**src/rtl/paralelo_serial_pkg.sv**
```systemverilog
// Shared types and constants for the parallel-to-serial transmitter and its
// serial-to-parallel receiver counterpart.
package paralelo_serial_pkg;

   typedef enum logic {
      VACIO,
      TRANSMITIENDO
   } estado_t;

   // Bit 0 is the first bit on the line: 0,0,1,1,1,1,1,0,1,0.
   localparam logic [9:0] K28_5 = 10'h17C;

   localparam int ANCHO_DEF = 10;

endpackage

```
**src/rtl/paralelo_serial_contador.sv**
```systemverilog
// contador_bits: modulo-N bit counter with enable, asynchronous active-low reset
// and a last-bit flag; also exposes its next value for registered outputs.
module contador_bits
   import paralelo_serial_pkg::*;
#(
   parameter int N = ANCHO_DEF,
   parameter int W = (N > 1) ? $clog2(N) : 1
) (
   input  logic         clk,
   input  logic         reset_L,
   input  logic         en,
   output logic [W-1:0] cuenta,
   output logic [W-1:0] siguiente,
   output logic         fin
);

   assign fin = (cuenta == W'(N - 1));

   always_comb begin
      siguiente = cuenta;
      if (en) begin
         siguiente = fin ? '0 : cuenta + W'(1);
      end
   end

   always_ff @(posedge clk or negedge reset_L) begin
      if (!reset_L) begin
         cuenta <= '0;
      end else begin
         cuenta <= siguiente;
      end
   end

endmodule

```
**src/rtl/paralelo_serial.sv**
```systemverilog
// Parallel-to-serial transmitter, LSB first, with a one-word holding buffer.
// Define PARALELO_SERIAL_IDLE_EN to send K28.5 commas instead of idling low.
module paralelo_serial
   import paralelo_serial_pkg::*;
#(
   parameter int cantidadBits = ANCHO_DEF
) (
   input  logic                    clk,
   input  logic                    reset_L,
   input  logic [cantidadBits-1:0] entradas,
   input  logic                    valido,
   output logic                    listo,
   output logic                    salida,
   output logic                    inicio,
   output logic                    activo
);

   localparam int CW = (cantidadBits > 1) ? $clog2(cantidadBits) : 1;

`ifdef PARALELO_SERIAL_IDLE_EN
   if (cantidadBits != 10) begin : g_ancho_invalido
      $error("paralelo_serial: idle comma mode requires cantidadBits == 10");
   end
`endif

   estado_t                 estado, estado_sig;
   logic [cantidadBits-1:0] desplaz, desplaz_sig;
   logic [cantidadBits-1:0] reten, reten_sig;
   logic                    lleno, lleno_sig;
   logic                    dato, dato_sig;
   logic [CW-1:0]           cuenta, cuenta_sig;
   logic                    fin;
   logic                    acepta;
   logic                    salida_sig, inicio_sig, activo_sig;

   assign listo  = !lleno;
   assign acepta = valido && listo;

   contador_bits #(
      .N (cantidadBits),
      .W (CW)
   ) u_contador (
      .clk       (clk),
      .reset_L   (reset_L),
      .en        (estado == TRANSMITIENDO),
      .cuenta    (cuenta),
      .siguiente (cuenta_sig),
      .fin       (fin)
   );

   always_comb begin
      estado_sig  = estado;
      desplaz_sig = desplaz;
      reten_sig   = reten;
      lleno_sig   = lleno;
      dato_sig    = dato;
      unique case (estado)
         VACIO: begin
`ifdef PARALELO_SERIAL_IDLE_EN
            // Only reached right after reset: start the comma stream at once.
            estado_sig = TRANSMITIENDO;
            if (acepta) begin
               desplaz_sig = entradas;
               dato_sig    = 1'b1;
            end else begin
               desplaz_sig = K28_5;
               dato_sig    = 1'b0;
            end
`else
            if (acepta) begin
               desplaz_sig = entradas;
               dato_sig    = 1'b1;
               estado_sig  = TRANSMITIENDO;
            end
`endif
         end
         TRANSMITIENDO: begin
            if (fin) begin
               // Word boundary: held word first, then same-edge bypass, then idle.
               if (lleno) begin
                  desplaz_sig = reten;
                  dato_sig    = 1'b1;
                  lleno_sig   = acepta;
                  if (acepta) begin
                     reten_sig = entradas;
                  end
               end else if (acepta) begin
                  desplaz_sig = entradas;
                  dato_sig    = 1'b1;
               end else begin
`ifdef PARALELO_SERIAL_IDLE_EN
                  desplaz_sig = K28_5;
                  dato_sig    = 1'b0;
`else
                  estado_sig  = VACIO;
                  dato_sig    = 1'b0;
`endif
               end
            end else if (acepta) begin
               reten_sig = entradas;
               lleno_sig = 1'b1;
            end
         end
         default: estado_sig = VACIO;
      endcase
   end

   // Outputs are registered from next-state so they line up with the bit on the wire.
   assign salida_sig = (estado_sig == TRANSMITIENDO) ? desplaz_sig[cuenta_sig] : 1'b0;
   assign inicio_sig = (estado_sig == TRANSMITIENDO) && (cuenta_sig == '0);
   assign activo_sig = (estado_sig == TRANSMITIENDO) && dato_sig;

   always_ff @(posedge clk or negedge reset_L) begin
      if (!reset_L) begin
         estado <= VACIO;
         lleno  <= 1'b0;
         dato   <= 1'b0;
         salida <= 1'b0;
         inicio <= 1'b0;
         activo <= 1'b0;
      end else begin
         estado <= estado_sig;
         lleno  <= lleno_sig;
         dato   <= dato_sig;
         salida <= salida_sig;
         inicio <= inicio_sig;
         activo <= activo_sig;
      end
   end

   always_ff @(posedge clk) begin
      desplaz <= desplaz_sig;
      reten   <= reten_sig;
   end

endmodule

```
**config.mk**
```make
export PLATFORM = sky130hd
export DESIGN_NAME = paralelo_serial
export DESIGN_NICKNAME = d
export VERILOG_FILES = /design/src/rtl/paralelo_serial_pkg.sv /design/src/rtl/paralelo_serial_contador.sv /design/src/rtl/paralelo_serial.sv
export SDC_FILE = /design/constraint.sdc
export NUM_CORES = 1
export LEC_CHECK = 0
export CORE_MARGIN = 8
export CORE_UTILIZATION = 65
export CTS_CLUSTER_DIAMETER = 50
export DETAILED_ROUTE_END_ITERATION = 8
export DONT_BUFFER_PORTS = 1
export PLACE_DENSITY_LB_ADDON = 0.08
export SKIP_LAST_GASP = 1
export SLEW_MARGIN = 0
export SYNTH_ARGS = -nofsm -noshare
export SYNTH_HDL_FRONTEND = slang
export SYNTH_SLANG_ARGS = --single-unit
export TNS_END_PERCENT = 1
```
**constraint.sdc**
```tcl
create_clock -name clk -period 5.5 [get_ports clk]
set_input_delay 0.55 -clock clk [delete_from_list [all_inputs] [get_ports clk]]
set_output_delay 0.55 -clock clk [all_outputs]
set_load 0.01 [all_outputs]
```
Word level (Yosys, flattened, before mapping):

Cells that the tools add are included.

* register bits: 30
* logic and storage cells: 44
* output and inout port bits: 4
* input bits: 13

* reduce and logical (&&, ||, !) cells: 8
* add/sub/neg operators: 1
* eq/ne operators: 2
* mux-type cells: 22
* $lt $le $gt $ge: 1
* bitwise logic cells: 1

Operators with widths (count)
* $mux W10: 6
* $pmux W10 S2: 1
* $mux W1: 10
* $mux W4: 2
* $lt A4 B5 Y1 const B: 1
* $add A4 B1 Y4 const B: 1
* $bmux W1 S4: 1
* $eq A4 B4 Y1 const B: 1
* $logic_not A4 Y1: 1
* $pmux W1 S2: 2
* $reduce_and A2 Y1: 2
* $logic_and A1 B1 Y1: 3
* $ne A2 B2 Y1 const B: 1
* $reduce_bool A2 Y1: 1
* $logic_not A1 Y1: 1
* $not A1 Y1: 1

Longest topological paths before layout:

* depth after elaboration: 9
* mapped depth: 8
* gate-level depth less buffers: 6

Cells and area by module:

Synthesis repeated with hierarchy kept, for this count alone.

* cell total of the unflattened synthesis: 152
* area total of the unflattened synthesis: 1495.2 sq um

Modules (own cells, without submodules)
* paralelo_serial: instances 1, cells each 135, sequential area each 650.6 sq um, area each 1303.8 sq um
* contador_bits: instances 1, cells each 17, sequential area each 100.1 sq um, area each 191.4 sq um

Worst setup path after synthesis:

OpenSTA, ideal clock, no wires.

* path kind: reg-to-reg
* start point: register estado
* end point: register reten[0], enable pin
* period minus slack after synthesis: 2.465 ns
* slack: 3.035 ns
* stages on the path, launching flop included: 7
* required time: 5.110 ns
* path buffers: 4
* arrival: 2.075 ns
* setup time: 0.390 ns
* cell sequence: dfrtp_1 -> buf_4 -> buf_2 -> clkbuf_1 -> buf_1 -> nand2_1 -> nor3_1

* cells in the longest elaborated chain, start to end: 1

RTL lines
* start, declared: line paralelo_serial.sv:26 `estado_t estado, estado_sig;`
* start signal, assigned: line paralelo_serial.sv:122 `estado <= estado_sig;`
* $reduce_and A2 Y1 (no line)
* end signal, assigned: line paralelo_serial.sv:133 `reten <= reten_sig;`
* end, declared: line paralelo_serial.sv:28 `logic [cantidadBits-1:0] reten, reten_sig;`

Every way passes these cells.
A chain may end at the register's enable or synchronous reset.

Worst setup path in the final report:

* start point: register u_contador.cuenta[1]
* end point: register salida

* cells in the longest elaborated chain, start to end: 6
* elaborated cells between the ends (all ways): 11
* those cells by class: add/sub (1); eq/ne (1); mux (9)

RTL lines
* start, declared: line paralelo_serial_contador.sv:12 `output logic [W-1:0] cuenta,`
* start signal, assigned: line paralelo_serial_contador.sv:30 `cuenta <= siguiente;`
* $eq A4 B4 Y1: line paralelo_serial_contador.sv:17 `assign fin = (cuenta == W'(N - 1));`
* $mux W10: line paralelo_serial.sv:78 `if (fin) begin`
* $pmux W10 S2: line paralelo_serial.sv:57 `unique case (estado)`
* net desplaz_sig[8]: line paralelo_serial.sv:27 `logic [cantidadBits-1:0] desplaz, desplaz_sig;`
* $bmux W1 S4: line paralelo_serial.sv:109 `assign salida_sig = (estado_sig == TRANSMITIENDO) ? desplaz_sig[cuenta_sig] : 1'b0;`
* $mux W1 (not written as such): line paralelo_serial.sv:109
* $mux W1: line paralelo_serial.sv:109
* net salida_sig: line paralelo_serial.sv:34 `logic salida_sig, inicio_sig, activo_sig;`
* end signal, assigned: line paralelo_serial.sv:125 `salida <= salida_sig;`
* end, declared: line paralelo_serial.sv:13 `output logic salida,`

The timed path passes the listed nets, and every way through them passes these cells. The select of a mux whose other input is x is not followed.

==> results.md <==
- Slew headroom: 53.1%
- Via count: approximately 1300
- Gr usage total: 17.0%
- Met2 WL post-DR: 1.77 mm
- CTS Buffer Depth: 2
- Pleak: 0.682 nW
- CTS tree: yes
- Yosys reg bits: 30
- DRC errors left: 0
- Top layer reached by signal wires: met4
- Yosys cell types: 53
- Setup_tns: 0 ns
- Wirelength, routed: 3.63 mm
- Die H: 67.1 um
- Number of enable flip-flop cells after synthesis: 10
- Hold Violations, Final: 0
- Power Density: 596 nW/um^2
- Reg clk slew, reported paths: between 0.1 and 0.15 ns
- Pins over their slew limit: 0
- M1 WL: approximately 1.5 mm
- CTS Buf Count: 5
- Fin crit share: between 40% and 50%
- ANT nets after route: 0
- Skew final: a little over 0.02 ns
- Core ar.: 2480 um^2
- Area leader, netlist: edfxtp_1
- Cts repair resizes: 0
- Syn Inst Count: 170
- Highest fanout seen on the critical path: 14
- Worst Tran Pin Value: between 0.6 and 0.7 ns
- HPWL Detailed: 2.50 mm
- Final net count: roughly 180
- Final setup violating endpoints: 0
- Clock Tree Root: clkbuf_4
- Area growth, synth to finish: 2.36%
- Starting Density: 68.5%
- Yosys warns: 0
- Overflow after GRT: 0
- CP Capture Type: flip-flop
- Top cells by area, synth: edfxtp_1 18%, dfrtp_1 15%, dfxtp_1 12%
- Wire length of the first global-routing pass: slightly below 6 mm
- Detailed Routing Iterations Pass 1: 4
- Worst EP required: 5.74 ns
- Final std cells w/o fill: 197
- Wire per inst: around 18 um
- Fmax: 443 MHz
- Die area: 4500 um^2
- Gpl congestion: 0.910
- Inserted Diodes: 0
- Ys flop type: edfxtp_1
- Crit path kind: reg -> reg
- Most frequent cells in the layout: 17 x nand2_1, 10 x dfrtp_1, 10 x dfxtp_1, 10 x edfxtp_1, 9 x mux2i_1
- Min cycle time layout: 2.26 ns
- Post-synth top area share: 17.7%
- Status: finished clean
- Post-synthesis sequential area ratio: 44.2%
- Antenna violations before repair: 0
- Placed Instances: 188
- Synthesized area per cell: 9.98 um^2
- Peak supply drop: about 450 uV
- # hold bufs at CTS: 1
- Num rows: 18
- Synth Net Count: between 150 and 200
- Share of cells above drive strength 1: 11.4%
- H-Tree Level Count: 2
- Ys async rst share: 33.3%
- Post-CTS Setup Inserts: 0
- Nature of the critical path startpoint: flip-flop
- Largest net degree at the start of global routing: 37
- Violation count after the first detailed-route iteration: 82
- HP Class: in -> reg
- Vias in the first global route: 1240
- # port buffers: 0
- Total power: 1.04 mW
- Via density: 6.75
- Sink Count: 30
- I/O pin count: 17
- Commonest non-fill, non-tap cell in the layout: nand2_1
- Clk_lat worst skew: around 0.35 ns
- Max cap viols: 0
- Crit path arrival time: 2.50 ns
- Met3 wire length: 260 um
- Post-Syn Area: roughly 1700 um^2
- RSZ-0062 raised after global routing: no
- Die X: 67.1 um
[worst paths after layout]
check,cells past startpoint,from,slack (ns),end
max,6,u_contador.cuenta[1],3.24,salida
min,0,entradas[4],0.29,reten[4]
max reg2reg,6,u_contador.cuenta[1],3.24,salida
min reg2reg,2,desplaz[1],0.53,desplaz[1]
max in group asynchronous,1,reset_L,4.58,lleno
min in group asynchronous,1,reset_L,0.59,u_contador.cuenta[2]
[final cells by class]
type	instances	area (um^2)
well taps	30	37.5
clock buffers	5	37.5
repair buffers	3	25.0
fillers	188	741
inverters	4	15.0
flip-flops and latches	30	751
multi-input cells	122	831
clock inverters	3	40.0
[registers in the layout (all words and copies together) (netlist names)]
register           flops
u_contador.cuenta      4
activo                 1
inicio                 1
reten                 10
lleno                  1
desplaz               10
estado                 1
dato                   1
salida                 1
[cell families (layout without fill, tap and decap cells)]
| family | after synthesis | after routing | share of synthesized area, % |
|---|---|---|---|
| compound gates | 46 | 46 | 20.5 |
| simple gates | 63 | 63 | 20.8 |
| flops | 30 | 30 | 44.2 |
| xor+xnor | 2 | 2 | 1.03 |
| mux | 11 | 11 | 6.64 |
| buf+inv | 18 | 15 | 6.78 |
[synth_stat cells (2+ instances only)]
master / count
nor2b_1: 2
nand3_1: 7
inv_1: 4
o21ai_0: 8
nor2_1: 7
a311oi_1: 2
a21oi_1: 5
a22oi_1: 3
buf_4: 3
a211oi_1: 2
edfxtp_1: 10
dfrtp_1: 10
a211oi_2: 3
mux2i_1: 9
dfxtp_1: 10
nor3_1: 6
and3b_1: 3
mux2_1: 2
and3_1: 3
xnor2_1: 2
a32oi_1: 3
o22ai_1: 2
and2_1: 3
buf_2: 5
a31oi_1: 4
nand2b_1: 5
nand2_1: 17
buf_6: 4
o211ai_2: 2
[metal layers]
metal  up-vias  global-route usage (%)
li1        627                       -
met1       653                    20.6
met2        44                    27.6
met3         5                    5.37
met4         0                    6.27
met5         -                       0
[power by group]
group	switching, mW	leakage [nW]	internal [mW]
Sequential	0.0951	0.288	0.318
Combinational	0.250	0.349	0.197
Clock	0.0813	0.0450	0.0941
Total	0.427	0.682	0.609
[metrics by stage]
step / setup WS, ns / cell area (um^2) / utilization (%) / hold slack (ns)
floorplan: 3.04 / 1700 / - / 0.254
finish: 3.24 / 1740 / 70.1 / 0.288
global placement: 3.33 / 1650 / 66.6 / 0.255
global route: 3.09 / 1740 / 70.1 / 0.263
CTS: 3.28 / 1740 / 70.1 / 0.282
detailed placement: 3.28 / 1650 / 66.6 / 0.255
[worst max-delay path, stage by stage (launching register included)]
cell and delay [ns]:
dfrtp_1 0.52, nand4bb_1 0.58, o21ai_0 0.49, a32oi_1 0.19, nand3_1 0.12, nand3_1 0.07
and4_1 0.20
(Power assumes the default switching activity.)
